===== src/rtl/vga_timing_gen.sv =====
// rtl/vga_timing_gen.sv - raster timing generator with registered, mutually aligned sync/valid/position outputs
module vga_timing_gen #(
    parameter int HD   = 640,
    parameter int HF   = 16,
    parameter int HS   = 96,
    parameter int HB   = 48,
    parameter int VD   = 480,
    parameter int VF   = 10,
    parameter int VS   = 2,
    parameter int VB   = 33,
    parameter bit HPOL = 1'b0,
    parameter bit VPOL = 1'b0,
    parameter int CW   = 10,
    parameter int FW   = 8
) (
    input  logic          pclk,
    input  logic          reset,
    input  logic          en,
    output logic          hsync,
    output logic          vsync,
    output logic          valid,
    output logic [CW-1:0] h_pos,
    output logic [CW-1:0] v_pos,
    output logic [CW-1:0] h_cnt,
    output logic [CW-1:0] v_cnt,
    output logic          line_start,
    output logic          frame_start,
    output logic          vblank_start,
    output logic [FW-1:0] frame_cnt
);

    localparam int HT = HD + HF + HS + HB;
    localparam int VT = VD + VF + VS + VB;

    localparam logic [CW-1:0] H_LAST = CW'(HT - 1);
    localparam logic [CW-1:0] V_LAST = CW'(VT - 1);
    localparam logic [CW-1:0] H_ACT  = CW'(HD);
    localparam logic [CW-1:0] V_ACT  = CW'(VD);
    localparam logic [CW-1:0] HS_BEG = CW'(HD + HF);
    localparam logic [CW-1:0] HS_END = CW'(HD + HF + HS - 1);
    localparam logic [CW-1:0] VS_BEG = CW'(VD + VF);
    localparam logic [CW-1:0] VS_END = CW'(VD + VF + VS - 1);

    // started=0 means the first enabled cycle after reset presents (0,0) rather than advancing
    logic          started;
    logic [CW-1:0] h_nxt;
    logic [CW-1:0] v_nxt;
    logic          frame_done;
    logic          ls_q;
    logic          fs_q;
    logic          vbs_q;

    always_comb begin
        h_nxt      = '0;
        v_nxt      = '0;
        frame_done = 1'b0;
        if (started) begin
            if (h_pos == H_LAST) begin
                h_nxt = '0;
                if (v_pos == V_LAST) begin
                    v_nxt      = '0;
                    frame_done = 1'b1;
                end else begin
                    v_nxt = v_pos + 1'b1;
                end
            end else begin
                h_nxt = h_pos + 1'b1;
                v_nxt = v_pos;
            end
        end
    end

    // Every registered output is decoded from the same next position, so nothing skews
    always_ff @(posedge pclk) begin
        if (!reset) begin
            started   <= 1'b0;
            h_pos     <= '0;
            v_pos     <= '0;
            h_cnt     <= '0;
            v_cnt     <= '0;
            hsync     <= ~HPOL;
            vsync     <= ~VPOL;
            valid     <= 1'b0;
            ls_q      <= 1'b0;
            fs_q      <= 1'b0;
            vbs_q     <= 1'b0;
            frame_cnt <= '0;
        end else if (en) begin
            started   <= 1'b1;
            h_pos     <= h_nxt;
            v_pos     <= v_nxt;
            h_cnt     <= (h_nxt < H_ACT) ? h_nxt : '0;
            v_cnt     <= (v_nxt < V_ACT) ? v_nxt : '0;
            hsync     <= (h_nxt >= HS_BEG && h_nxt <= HS_END) ? HPOL : ~HPOL;
            vsync     <= (v_nxt >= VS_BEG && v_nxt <= VS_END) ? VPOL : ~VPOL;
            valid     <= (h_nxt < H_ACT) && (v_nxt < V_ACT);
            ls_q      <= (h_nxt == '0);
            fs_q      <= (h_nxt == '0) && (v_nxt == '0);
            vbs_q     <= (h_nxt == '0) && (v_nxt == V_ACT);
            frame_cnt <= frame_cnt + FW'(frame_done);
        end
    end

    // Pulses are held while frozen but only shown on enabled cycles
    assign line_start   = ls_q & en;
    assign frame_start  = fs_q & en;
    assign vblank_start = vbs_q & en;

endmodule


===== config.mk =====
export PLATFORM = sky130hd
export DESIGN_NAME = vga_timing_gen
export DESIGN_NICKNAME = d
export VERILOG_FILES = /design/src/rtl/vga_timing_gen.sv
export SDC_FILE = /design/constraint.sdc
export NUM_CORES = 1
export LEC_CHECK = 0
export BUFFER_PORTS_ARGS = -buffer_cell sky130_fd_sc_hd__buf_2
export CAP_MARGIN = 20
export CORE_MARGIN = 8
export CORE_UTILIZATION = 56
export CTS_CLUSTER_SIZE = 8
export DETAILED_ROUTE_END_ITERATION = 10
export GPL_ROUTABILITY_DRIVEN = 0
export PLACE_DENSITY = 0.8
export SLEW_MARGIN = 25
export SYNTH_ARGS = -nofsm -noshare
export SYNTH_HDL_FRONTEND = slang
export SYNTH_SLANG_ARGS = --single-unit

===== constraint.sdc =====
create_clock -name pclk -period 3.2 [get_ports pclk]
set_clock_uncertainty 0.2 [all_clocks]
set_input_delay 0.48 -clock pclk [delete_from_list [all_inputs] [get_ports pclk]]
set_output_delay 0.48 -clock pclk [all_outputs]
set_load 0.01 [all_outputs]

==> results_dict.tcl, run 1 <==
set metrics [dict create \
    worst_pin_slew_ns 0.619 \
    crit_type "flop to flop" \
    die-area_mm2 0.00811 \
    startpoint_type "flop" \
    grt_pass1_vias 2678 \
    syn_area_per_cell_um2 8.78 \
    ys_async_sr_fraction_pct 0 \
    relSlewSlack_pct 58.6 \
    whs_ns 0.259 \
    synth_nets 358 \
    first_pass_iters 4 \
    whs_path_depth 2 \
    synthTopCellsByArea "dfxtp_1 (36%), nand2_1 (4.6%), xnor2_1 (4.3%), o21ai_0 (3.9%), and2_1 (2.9%)" \
    start_util_pct 56.9 \
    syn-cell-area_mm2 0.00307 \
    end_kind "flop" \
    setup_slack_ns 0.272 \
    hp-class "flop to flop" \
    cts_hold_buffers 0 \
    slowest_delay_ns 0.48 \
    synth_area_leader_cell "dfxtp_1" \
    die_h_um 90.1 \
    synthCells 350 \
    fin_crit_sh_pct 91.5 \
    remaining_drc_errors 0 \
    leakage_nw 1.42 \
    grt_overflow 0 \
    critPathSlowestCell "dfxtp_1" \
    vias_per_cell 5.87 \
    cp_top_family "simple AND/OR/NAND/NOR gates" \
    area_delta_synth_final_pct 12.7 \
    grt_max_degree 31 \
    status "finished clean" \
    cp.required_ns 3.24 \
    ys_seq_area_share_pct 35.8 \
    r2r_setup_slack_ns 0.27 \
    max_cap_viol_count 0 \
    min_period_ns 2.93 \
    finalHoldViolations 0 \
    cts-root-buf "clkbuf_8" \
    yosys.area.top_type_share_pct 35.8 \
    finalSetupViolCount 0 \
    die_w_um 90.1 \
    cts_sinks 55 \
    path_buf_inv 0 \
    grt_pass1_wl_um 13100 \
    p_per_area_mw_per_mm2 323 \
    power.total_mw 1.12 \
    antenna_found_initial 0 \
    cp_common_cell "nand4_1" \
    ioPinCount 57 \
    drive_gt1_share_pct 23.0 \
    dp_worst_setup_slack_ns 0.276 \
    reg2reg_depth 8 \
    cts_max_path_buffers 2 \
    cts_tree "built" \
    peakVddDrop_v 0.000215 \
    grt_usage_pct 19.0 \
    wl_um 7670 \
    synth_cell_types 64 \
    portBuffers 56 \
    stdcell_count 468 \
    setup_tns_ns 0 \
    hold_start "h_cnt[0]" \
    worstPathArrival_ns 2.96 \
    slew_violations 0 \
    cts_inserted_buffers 5 \
    nNetsFinal 405 \
    reg2reg_from "h_pos[0]" \
    cts_max_level 2 \
    drtAntennaViolNets 0 \
    synth-seq-cells 55 \
    vias 2747 \
    dp_cells 462 \
    clk_latency_ns 0.31 \
    diodes 0 \
    rsz0062_at_grt "false" \
    yosys_most_used_dff "dfxtp_1" \
    core-area_mm2 0.00541 \
    hpwlAfterDp_um 5620 \
    timing.rr.end "frame_cnt[7]" \
    dr.first_iter.drc_count 167 \
    path_clk_slew_ns 0.09 \
    holdPathEnd "h_cnt[0]" \
    path_max_fanout 12 \
    synth_most_common_cell "dfxtp_1" \
    yosys_warnings 0 \
    rows 27 \
    wl_per_cell_um 16.4 \
    path_cells "ha_2 > nand4_1 > or3_4 > nor3_1 > ha_1 > nand4_1 > or3_1 > a21boi_0" \
    synthTopCellsByCount "dfxtp_1 (55), nand2_1 (38), o21ai_0 (24)" \
    synth_enable_flop_cells 0 \
    fmax_mhz 341 \
]
-- cell families after synthesis --
group | share of synthesized area (%)
fa+ha+maj | 2.04
xor+xnor | 6.23
mux | 1.30
buf+inv | 5.50
flops | 35.8
compound gates | 22.6
simple gates | 26.5
-- registers in the layout, summed over array words and instances, names as in the netlist --
name       count
hsync          1
vbs_q          1
v_cnt         10
frame_cnt      8
valid          1
fs_q           1
h_cnt         10
v_pos         10
vsync          1
h_pos         10
started        1
ls_q           1
-- worst min-delay path, delay by kind of cell, from the launching register on --
kind	cells	cell delay [ns]
DFF	1	0.33
and+or+nand+nor	1	0.04
AOI/OAI and AO/OA	1	0.05
-- how the worst max path moves through the flow --
stage / to / slack (ns) / startpoint / cells past startpoint
finish: frame_cnt[7] / 0.27 / h_pos[0] / 8
global route: frame_cnt[7] / 0.03 / h_pos[0] / 8
CTS: frame_cnt[7] / 0.22 / h_pos[0] / 8
detailed placement: frame_cnt[7] / 0.28 / h_pos[0] / 8
global placement: frame_cnt[7] / 0.42 / h_pos[0] / 8
floorplan: frame_cnt[7] / 0.29 / h_pos[0] / 11
-- area by class of cell --
class	count	area, µm²
Sequential cell	55	1100
Multi-Input combinational cell	260	1810
Tap cell	72	90.1
Clock inverter	1	7.51
Timing Repair Buffer	66	355
Fill cell	498	1940
Inverter	9	33.8
Clock buffer	5	68.8
-- metrics by stage --
stage,utilization [%],area [µm²]
5_1_grt,64.1,3460
2_1_floorplan,-,3070
4_1_cts,64.1,3460
6_report,64.1,3460
3_5_place_dp,62.6,3390
3_3_place_gp,62.6,3390
-- report_power, final --
part / total [mW] / leakage, nW / switching, mW / internal, mW
Clock: 0.363 / 0.0361 / 0.217 / 0.146
Sequential: 0.697 / 0.444 / 0.00688 / 0.690
Combinational: 0.0580 / 0.937 / 0.0370 / 0.0210
Total: 1.12 / 1.42 / 0.261 / 0.857
-- metal layers --
layer  up-vias  share of wire [%]  track usage, %
li1       1367                  -               -
met1      1289                 45            23.0
met2        83                 48            32.6
met3         8                6.5            4.41
met4         0                1.2            5.41
met5         -                  0               0
-- cell usage in the layout (no fill, tap or decap), types with 5 or more instances in the layout --
master,Yosys,layout
a21boi_0,8,8
a21oi_1,10,10
a22o_1,5,5
a32o_1,8,8
and2_1,14,14
buf_2,3,56
buf_4,3,10
clkbuf_8,0,5
dfxtp_1,55,55
inv_1,9,9
nand2_1,38,38
nand2b_1,7,7
nand3_1,10,10
nand4_1,13,13
nor2_1,13,13
nor3_1,8,8
o21ai_0,24,24
or3_1,6,6
xnor2_1,15,15
xor2_1,5,5
-- repair_timing --
action,4_1_cts,5_1_grt
setup endpoints to repair,0,1
buffers inserted,0,0
resized for setup,0,1
(Power assumes the default switching activity.)
==> inputs of run 2 (changes only) <==
==> constraint.sdc (replaced) <==
create_clock -name pclk -period 2.92 [get_ports pclk]
set_clock_uncertainty 0.2 [all_clocks]
set_input_delay 0.438 -clock pclk [delete_from_list [all_inputs] [get_ports pclk]]
set_output_delay 0.438 -clock pclk [all_outputs]
set_load 0.01 [all_outputs]
==> run 2 against run 1 <==
  * Via count is 4.5% higher
  * Non-clock buffer count rose by 8
  * Setup slack got worse by 0.070 ns
  * Critical path type unchanged
  * Largest cell class unchanged
==> results_dict.tcl, run 2 (synthesized netlist as in run 1, its figures left out) <==
set metrics [dict create \
    die_w_um 90.1 \
    vias_per_cell 6.02 \
    reg2reg_depth 9 \
    status "finished clean" \
    cts_resized 0 \
    diodes 0 \
    critPathSlowestCell "dfxtp_1" \
    dp_worst_setup_slack_ns 0.237 \
    layout_commonest_cell "buf_2" \
    worst_pin_slew_ns 0.625 \
    whs_path_depth 2 \
    cts_max_path_buffers 2 \
    area_delta_synth_final_pct 15.0 \
    grt_max_degree 31 \
    remaining_drc_errors 0 \
    cp.required_ns 2.96 \
    path_cells "inv_1 > ha_1 > nor4bb_1 > nand4_1 > nor3_1 > ha_1 > nand4_1 > or3_1 > a21boi_0" \
    cts-root-buf "clkbuf_8" \
    fillers 477 \
    cts_hold_buffers 0 \
    portBuffers 56 \
    core-area_mm2 0.00541 \
    min_period_ns 2.72 \
    regArea_mm2 0.00110 \
    hpwlAfterDp_um 5880 \
    crit_type "flop to flop" \
    max_cap_viol_count 0 \
    nNetsFinal 413 \
    grt_usage_pct 19.8 \
    die_h_um 90.1 \
    setup_slack_ns 0.201 \
    stdcell_count 477 \
    layout_common_cells "buf_2 (56), dfxtp_1 (55), nand2_1 (38)" \
    fmax_mhz 368 \
    slowest_delay_ns 0.42 \
    peakVddDrop_v 0.000228 \
    rows 27 \
    drtAntennaViolNets 0 \
    multi_input_area_mm2 0.00181 \
    dp_cells 470 \
    hp-class "input port to flop" \
    start_util_pct 56.9 \
    postPlaceCellArea_mm2 0.00345 \
    grt_pass1_wl_um 13600 \
    whs_ns 0.206 \
    finalSetupViolCount 0 \
    grt_pass1_vias 2805 \
    path_max_fanout 9 \
    grt_overflow 0 \
    vias 2870 \
    wl_um 7940 \
    first_pass_iters 4 \
    leakage_nw 1.48 \
    die-area_mm2 0.00811 \
    cts_inserted_buffers 5 \
    worstPathArrival_ns 2.75 \
    rsz0062_at_grt "false" \
    cts_sinks 55 \
    end_kind "flop" \
    final_util_pct 65.4 \
    fin_crit_sh_pct 93.1 \
    startpoint_type "flop" \
    path_clk_slew_ns 0.09 \
    clk_latency_ns 0.30 \
    dr.first_iter.drc_count 219 \
    post-cts-setup-buffers 0 \
    relSlewSlack_pct 58.2 \
    wl_per_cell_um 16.6 \
    antenna_found_initial 0 \
    cts_tree "built" \
    drive_gt1_share_pct 24.4 \
    finalHoldViolations 0 \
    ioPinCount 57 \
    final_cell_area_mm2 0.00353 \
    p_per_area_mw_per_mm2 354 \
    setup_tns_ns 0 \
    cts_max_level 2 \
    power.total_mw 1.25 \
    slew_violations 0 \
]
==> run 2: power breakdown <==
part	internal [mW]	leakage [nW]	total, mW	switching [mW]
Clock	0.187	0.0470	0.420	0.234
Sequential	0.756	0.444	0.762	0.00609
Combinational	0.0256	0.984	0.0692	0.0435
==> run 2: layout make-up <==
class                      instances  area share, %
multi-input combinational        260           51.1
sequential                        55           31.2
clock inverter                     1          0.142
timing repair buffer              74           11.8
clock buffer                       6           2.34
inverter                           9          0.956
tap                               72           2.55
==> run 2: worst max-delay path: cells and delay by family (launching register included) <==
kind | cells | cell delay [ns]
DFF | 1 | 0.42
AOI/OAI and AO/OA | 1 | 0.16
buffers and inverters | 1 | 0.13
and+or+nand+nor | 5 | 1.38
adders and majority gates | 2 | 0.36
==> run 2: worst paths after layout <==
kind,startpoint,endpoint,slack [ns]
worst min-delay path,reset,started,0.21
worst min register to register,h_cnt[0],h_cnt[0],0.26
worst max register to register,v_pos[0],frame_cnt[7],0.20
worst max-delay path,v_pos[0],frame_cnt[7],0.20
==> run 2: metal layers <==
metal	share of wire (%)	routed length, µm	vias to the layer above	GRT usage, %
li1	-	-	1385	-
met1	43	3450	1374	24.3
met4	1.4	111	0	5.96
met2	49	3870	100	33.3
met5	0	0	-	0
met3	6.4	507	11	4.66
==> inputs of run 3 (changes only) <==
--- a/config.mk
+++ b/config.mk
@@ -5,6 +5,7 @@
 export SDC_FILE = /design/constraint.sdc
 export NUM_CORES = 1
 export LEC_CHECK = 0
+export ABC_CLOCK_PERIOD_IN_PS = 3000
 export BUFFER_PORTS_ARGS = -buffer_cell sky130_fd_sc_hd__buf_2
 export CAP_MARGIN = 20
 export CORE_MARGIN = 8
==> constraint.sdc (replaced) <==
create_clock -name pclk -period 3 [get_ports pclk]
set_clock_uncertainty 0.2 [all_clocks]
set_input_delay 0.45 -clock pclk [delete_from_list [all_inputs] [get_ports pclk]]
set_output_delay 0.45 -clock pclk [all_outputs]
set_load 0.01 [all_outputs]
==> run 3 against run 2 <==
  * Setup slack gained 0.11 ns
  * Final area shrank 0.50%
  * Flip-flop and latch count is the same
  * Register-to-register slack gained 0.11 ns
  * Count of clock-buffer cells in the layout is the same
  * Global-route usage shrank 0.084 points
  * Final cell count shrank 0.21%
  * Die area is the same
  * Worst hold slack gained 0.0068 ns
  * First-iteration DRC count shrank 1.8%
  * Largest cell class unchanged
  * Largest power group unchanged
==> results_dict.tcl, run 3 (synthesized netlist as in run 1, its figures left out) <==
set metrics [dict create \
    cts_sinks 55 \
    cts_hold_buffers 0 \
    layout_common_cells "buf_2 (56), dfxtp_1 (55), nand2_1 (38)" \
    vias_per_cell 5.83 \
    crit_type "flop to flop" \
    hpwlAfterDp_um 5800 \
    wl_um 7940 \
    cts_resized 0 \
    min_period_ns 2.69 \
    cp.required_ns 3.04 \
    drive_gt1_share_pct 24.0 \
    grt_max_degree 31 \
    vias 2775 \
    end_kind "flop" \
    stdcell_count 476 \
    top_usage_layer "met2" \
    remaining_drc_errors 0 \
    drtAntennaViolNets 0 \
    die_h_um 90.1 \
    grt_pass1_wl_um 13500 \
    die-area_mm2 0.00811 \
    wl_per_cell_um 16.7 \
    finalHoldViolations 0 \
    path_clk_slew_ns 0.10 \
    post-cts-setup-buffers 0 \
    start_util_pct 56.9 \
    status "finished clean" \
    cts_max_level 2 \
    cts_tree "built" \
    area_delta_synth_final_pct 14.4 \
    clk_latency_ns 0.32 \
    core-area_mm2 0.00541 \
    startpoint_type "flop" \
    worst_pin_slew_ns 0.697 \
    finalSetupViolCount 0 \
    nNetsFinal 411 \
    dp_cells 468 \
    ioPinCount 57 \
    relSlewSlack_pct 53.5 \
    antenna_found_initial 0 \
    cts_inserted_buffers 5 \
    path_max_fanout 9 \
    cts_max_path_buffers 2 \
    fmax_mhz 372 \
    worstPathArrival_ns 2.73 \
    dr.first_iter.drc_count 215 \
    rsz0062_at_grt "false" \
    setup_tns_ns 0 \
    grt_overflow 0 \
    p_per_area_mw_per_mm2 347 \
    grt_usage_pct 19.7 \
    rows 27 \
    leakage_nw 1.46 \
    gr-usage-met3_pct 5.74 \
    die_w_um 90.1 \
    hp-class "input port to flop" \
    cts-root-buf "clkbuf_8" \
    layout_commonest_cell "buf_2" \
    slew_violations 0 \
    first_pass_iters 4 \
    portBuffers 56 \
    grt_use_met2_pct 33.6 \
    diodes 0 \
    use_met1_pct 23.3 \
    max_cap_viol_count 0 \
    peakVddDrop_v 0.000228 \
    fin_crit_sh_pct 89.7 \
    grt_pass1_vias 2768 \
]
run 3: cell types whose count changed in the layout (fill, tap and decap cells not counted), sizes merged:
| cell | change |
|---|---|
| buf | -2 |
| clkinvlp | +1 |
run 3: path summary, 6_finish.rpt:
check,start,end,slack [ns],depth (start not counted)
setup / recovery,v_pos[0],frame_cnt[7],0.31,9
hold reg to reg,h_cnt[0],h_cnt[0],0.26,2
hold / removal,reset,started,0.21,2
setup reg to reg,v_pos[0],frame_cnt[7],0.31,9
run 3: stage by stage:
| step | worst slack [ns] | hold WS, ns | instance area (µm²) | util [%] | power [mW] |
|---|---|---|---|---|---|
| floorplan | 0.0880 | 0.219 | 3070 | - | 0.800 |
| CTS | 0.288 | 0.213 | 3520 | 65.0 | 1.22 |
| global route | 0.0546 | 0.202 | 3520 | 65.0 | 1.26 |
| finish | 0.309 | 0.213 | 3520 | 65.0 | 1.22 |
| global placement | 0.437 | 0.227 | 3430 | 63.5 | 0.824 |
| detailed placement | 0.306 | 0.237 | 3430 | 63.5 | 0.825 |
run 3: critical path: stages (launching register included):
cell and delay (ns):
dfxtp_1 0.42, inv_1 0.14, ha_1 0.15, nor4bb_1 0.26, nand4_1 0.23, nor3_1 0.24, ha_1 0.21, nand4_1 0.22
or3_1 0.40, a21boi_0 0.16
run 3: power breakdown:
| group | switching [mW] | total, mW | internal (mW) |
|---|---|---|---|
| clock | 0.245 | 0.409 | 0.164 |
| sequential | 0.00612 | 0.742 | 0.736 |
| combinational | 0.0427 | 0.0676 | 0.0249 |
run 3: layout make-up:
type | instances | area, µm²
well taps | 72 | 90.1
clock inverters | 2 | 12.5
multi-input cells | 260 | 1810
repair buffers | 72 | 400
inverters | 9 | 33.8
clock buffers | 6 | 72.6
flip-flops and latches | 55 | 1100
fillers | 493 | 1890
run 3: per-layer routing:
layer / routed length [µm] / share of wire [%] / vias to the layer above
met5: 0 / 0 / -
met4: 122 / 1.5 / 0
met3: 407 / 5.1 / 13
met2: 3740 / 47 / 65
met1: 3670 / 46 / 1328
li1: - / - / 1369
